===== config.mk =====
export PLATFORM = sky130hd
export DESIGN_NAME = flexsoc_rst_seq
export DESIGN_NICKNAME = d
export VERILOG_FILES = /design/src/rtl/flexsoc_rst_seq.sv
export SDC_FILE = /design/constraint.sdc
export NUM_CORES = 1
export LEC_CHECK = 0
export ABC_AREA = 1
export BUFFER_PORTS_ARGS = -buffer_cell sky130_fd_sc_hd__buf_2
export CAP_MARGIN = 20
export CORE_MARGIN = 2
export CORE_UTILIZATION = 39
export CTS_BUF_LIST = sky130_fd_sc_hd__clkbuf_16
export CTS_CLUSTER_DIAMETER = 120
export DETAILED_ROUTE_END_ITERATION = 7
export GPL_ROUTABILITY_DRIVEN = 0
export SYNTH_ARGS = -nofsm -noshare
export SYNTH_HDL_FRONTEND = slang
export SYNTH_SLANG_ARGS = --single-unit

===== constraint.sdc =====
create_clock -name CLK -period 3.3 [get_ports CLK]
set_input_delay 0.66 -clock CLK [delete_from_list [all_inputs] [get_ports CLK]]
set_output_delay 0.66 -clock CLK [all_outputs]
set_load 0.1 [all_outputs]

===== src/rtl/flexsoc_rst_seq.sv =====
// flexsoc_rst_seq: reset sequencer for flexsoc FPGA tops.
// It merges the pushbutton, PLL lock and software reset sources into one
// trigger. It then releases NUM_RST active-low domain resets in index order,
// with a programmable stagger between releases. A sticky register records
// which sources caused a reset.
module flexsoc_rst_seq #(
  parameter int NUM_LOCK = 2,
  parameter int NUM_RST  = 2,
  parameter int STRETCH  = 16,
  parameter int STAGGER  = 4,
  parameter int DEBOUNCE = 16
) (
  input  logic                CLK,
  input  logic                RST,
  input  logic                BTN_RESETn,
  input  logic [NUM_LOCK-1:0] LOCKED,
  input  logic                SW_RST,
  input  logic                CAUSE_CLR,
  output logic [NUM_RST-1:0]  RSTn_OUT,
  output logic                READY,
  output logic [3:0]          CAUSE
);

  localparam int MAX_SS  = (STRETCH > STAGGER) ? STRETCH : STAGGER;
  localparam int MAX_CNT = (MAX_SS > DEBOUNCE) ? MAX_SS : DEBOUNCE;
  localparam int CW      = $clog2(MAX_CNT + 1);
  localparam int IW      = (NUM_RST > 1) ? $clog2(NUM_RST) : 1;

  localparam logic [CW-1:0] STRETCH_LAST  = CW'(STRETCH - 1);
  localparam logic [CW-1:0] STAGGER_LAST  = CW'(STAGGER - 1);
  localparam logic [CW-1:0] DEBOUNCE_LAST = CW'(DEBOUNCE - 1);
  localparam logic [IW-1:0] IDX_LAST_STEP = IW'((NUM_RST > 1) ? NUM_RST - 2 : 0);

  typedef enum logic [1:0] {
    S_HOLD,
    S_STRETCH,
    S_RELEASE,
    S_RUN
  } state_t;

  logic                btn_meta;
  logic                btn_sync;
  logic [NUM_LOCK-1:0] lock_meta;
  logic [NUM_LOCK-1:0] lock_sync;
  logic                all_locked;
  logic                lock_seen;
  logic                lock_lost;
  logic                btn_down;
  logic                pressed;
  logic [CW-1:0]       deb_cnt;
  logic                trigger;

  state_t              state_q, state_d;
  logic [CW-1:0]       cnt_q, cnt_d;
  logic [IW-1:0]       idx_q, idx_d;
  logic [NUM_RST-1:0]  rstn_q, rstn_d;
  logic                ready_q, ready_d;
  logic [3:0]          cause_q, cause_d;
  logic [3:0]          cause_set;

  // Two-flop synchronisers for the asynchronous button and lock inputs.
  // The button resets to "released" and the locks reset to "unlocked".
  always_ff @(posedge CLK or posedge RST) begin
    if (RST) begin
      btn_meta  <= 1'b1;
      btn_sync  <= 1'b1;
      lock_meta <= '0;
      lock_sync <= '0;
    end else begin
      btn_meta  <= BTN_RESETn;
      btn_sync  <= btn_meta;
      lock_meta <= LOCKED;
      lock_sync <= lock_meta;
    end
  end

  assign all_locked = &lock_sync;
  assign btn_down   = ~btn_sync;

  // Debounce: 'pressed' changes only after DEBOUNCE consecutive disagreeing samples.
  always_ff @(posedge CLK or posedge RST) begin
    if (RST) begin
      pressed <= 1'b0;
      deb_cnt <= '0;
    end else if (btn_down != pressed) begin
      if (deb_cnt == DEBOUNCE_LAST) begin
        pressed <= btn_down;
        deb_cnt <= '0;
      end else begin
        deb_cnt <= deb_cnt + 1'b1;
      end
    end else begin
      deb_cnt <= '0;
    end
  end

  // Remembers that the PLLs have locked at least once. The wait for the first
  // lock after power-on is then not recorded as a lock-loss cause.
  always_ff @(posedge CLK or posedge RST) begin
    if (RST) begin
      lock_seen <= 1'b0;
    end else if (all_locked) begin
      lock_seen <= 1'b1;
    end
  end

  assign lock_lost = lock_seen & ~all_locked;
  assign trigger   = pressed | ~all_locked | SW_RST;

  // State, counters, staged outputs and cause register.
  always_ff @(posedge CLK or posedge RST) begin
    if (RST) begin
      state_q <= S_HOLD;
      cnt_q   <= '0;
      idx_q   <= '0;
      rstn_q  <= '0;
      ready_q <= 1'b0;
      cause_q <= 4'b0001;
    end else begin
      state_q <= state_d;
      cnt_q   <= cnt_d;
      idx_q   <= idx_d;
      rstn_q  <= rstn_d;
      ready_q <= ready_d;
      cause_q <= cause_d;
    end
  end

  // Next-state logic. Any trigger forces HOLD and drops every output on the
  // same edge, so the release order can never be left half done.
  always_comb begin
    state_d = state_q;
    cnt_d   = cnt_q;
    idx_d   = idx_q;
    rstn_d  = rstn_q;
    ready_d = ready_q;
    if (trigger) begin
      state_d = S_HOLD;
      cnt_d   = '0;
      idx_d   = '0;
      rstn_d  = '0;
      ready_d = 1'b0;
    end else begin
      case (state_q)
        S_HOLD: begin
          state_d = S_STRETCH;
          cnt_d   = '0;
        end
        S_STRETCH: begin
          if (cnt_q == STRETCH_LAST) begin
            cnt_d     = '0;
            idx_d     = '0;
            rstn_d[0] = 1'b1;
            if (NUM_RST == 1) begin
              state_d = S_RUN;
              ready_d = 1'b1;
            end else begin
              state_d = S_RELEASE;
            end
          end else begin
            cnt_d = cnt_q + 1'b1;
          end
        end
        S_RELEASE: begin
          if (cnt_q == STAGGER_LAST) begin
            cnt_d         = '0;
            idx_d         = idx_q + 1'b1;
            rstn_d[idx_d] = 1'b1;
            if (idx_q == IDX_LAST_STEP) begin
              state_d = S_RUN;
              ready_d = 1'b1;
            end
          end else begin
            cnt_d = cnt_q + 1'b1;
          end
        end
        S_RUN: begin
          state_d = S_RUN;
        end
        default: begin
          state_d = S_HOLD;
          rstn_d  = '0;
          ready_d = 1'b0;
        end
      endcase
    end
  end

  // Cause bits latch whenever HOLD is entered or held. A set on a bit wins
  // over a clear of that bit on the same edge.
  always_comb begin
    cause_set = '0;
    if (state_d == S_HOLD) begin
      cause_set = {SW_RST, lock_lost, pressed, 1'b0};
    end
    cause_d = (CAUSE_CLR ? 4'b0000 : cause_q) | cause_set;
  end

  assign RSTn_OUT = rstn_q;
  assign READY    = ready_q;
  assign CAUSE    = cause_q;

endmodule

==> metrics.cfg <==
[global_route]
grt_overflow=0
grt_first_pass_wirelength_mm=4.26
gr-usage-all-layers=0.138
grt_max_degree=29
grt_pass1_vias=1020
antenna_found_initial=0

[timing]
min_period_over_period=0.563
setup_viol=0
max_freq_mhz=538
hold_violations=0
min_period_ns=1.86
slew_headroom=0.679
fin_skew_ns=0.00251
worstMarginPinSlew_ns=0.485
hold_ws_ns=0.298
final_max_slew_viol_count=0
rsz0062_at_grt=false
setup_tns_ns=0

[drt]
viasPerCell=4.47
first_pass_iters=3
via_count=908
route.detailed.drc=0
wl_mm=2.20
drtIter0Drc=40
wl_per_cell_um=10.8
ant_nets=0

[power_and_ir_drop]
netSwitchingFraction=0.204
p_per_area_nw_per_um2=486
power_switching_uw=156
p_int_uw=610
power.leakage_uw=0.000790
combPwrFrac=0.071
vdd_drop_max_uv=224
clkPwrFrac=0.462
seq_power_share=0.468

[synth]
yosysSeqAreaShare=0.533
synth_area_sq_um=1320
syn_avg_cell_area_sq_um=9.51
syn_inst=139
yosys.cell_types.count=23
ys_ff_latch=28
syn_nets=154
yosysWarnings=0

[critical_path]
cp-end-kind=output port
cp.required_ns=2.64
critPathLaunchType=flop
worst-path-max-fanout=2
path_cells=buf_2
crit_buf_inv=1
slowest_delay_ns=0.52
crit_slowest_cell=dfstp_2
crit_arrival_ns=1.20
timing.setup.critical_path_class=reg -> out
crit_family=flip-flops

[clock_network]
post_cts_buffers=0
clock_sinks=28
htreeDepth=1
ctsHoldBuffers=0
cts_buffer_depth=2
tritoncts=done
clk_pin_slew_ns=0.06
cts_resized=0
root_buffer=clkbuf_16
insertion_delay_ns=0.26
cts_inserted_buffers=3

[finish]
drive_above_1_share=0.248
register_area_sq_um=704
multi_input_area_sq_um=527
fillers=322
areaGrowthSynthToFinish_pct=19.3
insertedDiodeCount=0
final_nets=173

[worst_hold_path]
min_path_type=in -> async

[floorplan]
ios=14
initial_core_util=0.402
fp.dieH_um=62.2
coreArea_sq_um=3280
placementRows=21
die-area_sq_um=3870
die_x_um=62.2

[place]
port-buffer-count=13
hpwl_mm=1.65

[job]
cap_violations=0

[run_status]
status=finished, final reports clean

routing by layer:
layer  track usage  share of wire  vias up
li1              -              -      469
met3        0.0399          0.047        5
met5             0              0        -
met2         0.223           0.45       17
met1         0.168           0.49      417
met4        0.0694          0.018        0
stage by stage:
stage,area (sq um),utilization,setup WS [ns],power (uW),cells
5_1_grt,1580,0.480,1.40,802,203
3_5_place_dp,1440,0.440,1.65,416,198
3_3_place_gp,1440,0.440,1.68,414,198
4_1_cts,1550,0.472,1.43,774,202
6_report,1580,0.480,1.44,766,203
2_1_floorplan,1320,-,1.73,403,139
logic make-up (layout without fill, tap and decap cells):
family	count (synthesis)	in the layout	share of synthesized area
flops	28	28	0.533
simple gates	60	60	0.225
compound gates	15	15	0.0710
buf+inv	24	42	0.0682
fa+ha+maj	8	8	0.0758
xor+xnor	4	4	0.0265
sequential cells by signal, indices dropped and copies added, names as in the netlist:
name	count
btn_sync	1
lock_meta	2
cnt_q	5
READY	1
deb_cnt	5
btn_meta	1
RSTn_OUT	2
CAUSE	4
lock_sync	2
state_q	2
pressed	1
idx_q	1
lock_seen	1
worst paths after layout:
check                             startpoint            to  slack [ns]  depth (start not counted)
worst max-delay path                CAUSE[0]      CAUSE[0]        1.44                          1
worst min-delay path                     RST  lock_meta[1]        0.30                          2
worst max register to register      cnt_q[0]    state_q[0]        1.70                         11
worst min register to register  lock_meta[1]  lock_sync[1]        0.35                          0
max in group asynchronous                RST      CAUSE[0]        2.54                          3
min in group CLK                lock_meta[1]  lock_sync[1]        0.35                          0
layout by cell type (no fill, tap or decap), types with 2 or more instances in the layout:
cell / instances
nand2_1: 26
dfrtp_1: 25
inv_1: 21
buf_2: 13
nor2_1: 9
ha_1: 8
nand3_1: 6
o21ai_0: 6
nand2_2: 5
nand4_1: 4
dfstp_2: 3
nor2_2: 3
inv_2: 3
nor2_4: 3
o21ai_2: 3
clkbuf_16: 3
o21a_1: 2
xor2_1: 2
xnor2_1: 2
a21oi_1: 2
nor3_1: 2
worst register-to-register path, cell delays in order (launching register included):
cell and delay (ns):
dfrtp_1 0.40, ha_1 0.23, nand3_1 0.14, inv_1 0.08, ha_1 0.15, inv_1 0.05
nand2_1 0.09, nand2_1 0.07, nand2_1 0.06, nand2_1 0.04, nor3_1 0.12, nor2_1 0.05
power groups by stage:
| stage | Combinational [uW] | Clock (uW) | Sequential (uW) |
|---|---|---|---|
| 2_1_floorplan | 24.2 | 0 | 379 |
| 3_3_place_gp | 50.2 | 0 | 364 |
| 3_5_place_dp | 51.1 | 0 | 365 |
| 4_1_cts | 51.3 | 364 | 358 |
| 5_1_grt | 60.6 | 382 | 359 |
| 6_report | 54.3 | 353 | 358 |
cell usage after synthesis:
| cell type | count | area share |
|---|---|---|
| inv_1 | 21 | 0.060 |
| o21ai_0 | 6 | 0.023 |
| xor2_1 | 2 | 0.013 |
| nand2_4 | 1 | 0.0085 |
| nor2_2 | 3 | 0.014 |
| nor2_1 | 9 | 0.026 |
| dfrtp_1 | 25 | 0.47 |
| nand3_1 | 6 | 0.023 |
| a21oi_1 | 2 | 0.0076 |
| a31oi_1 | 1 | 0.0047 |
| nand2_2 | 5 | 0.024 |
| dfstp_2 | 3 | 0.060 |
| o22ai_1 | 1 | 0.0047 |
| nand2_1 | 26 | 0.074 |
| nor3_1 | 2 | 0.0076 |
| ha_1 | 8 | 0.076 |
| o21a_1 | 2 | 0.011 |
| nand4_1 | 4 | 0.019 |
| o21ai_2 | 3 | 0.020 |
| and3_1 | 1 | 0.0047 |
| nor2_4 | 3 | 0.026 |
| inv_2 | 3 | 0.0085 |
| xnor2_1 | 2 | 0.013 |
cell type report:
class,instances,share of cell area
clock buffers,3,0.0476
clock inverters,1,0.0190
inverters,24,0.0571
multi-input cells,87,0.334
flip-flops and latches,28,0.447
well taps,46,0.0365
repair buffers,14,0.0587
Note: power is estimated with default switching activity, not from simulation.
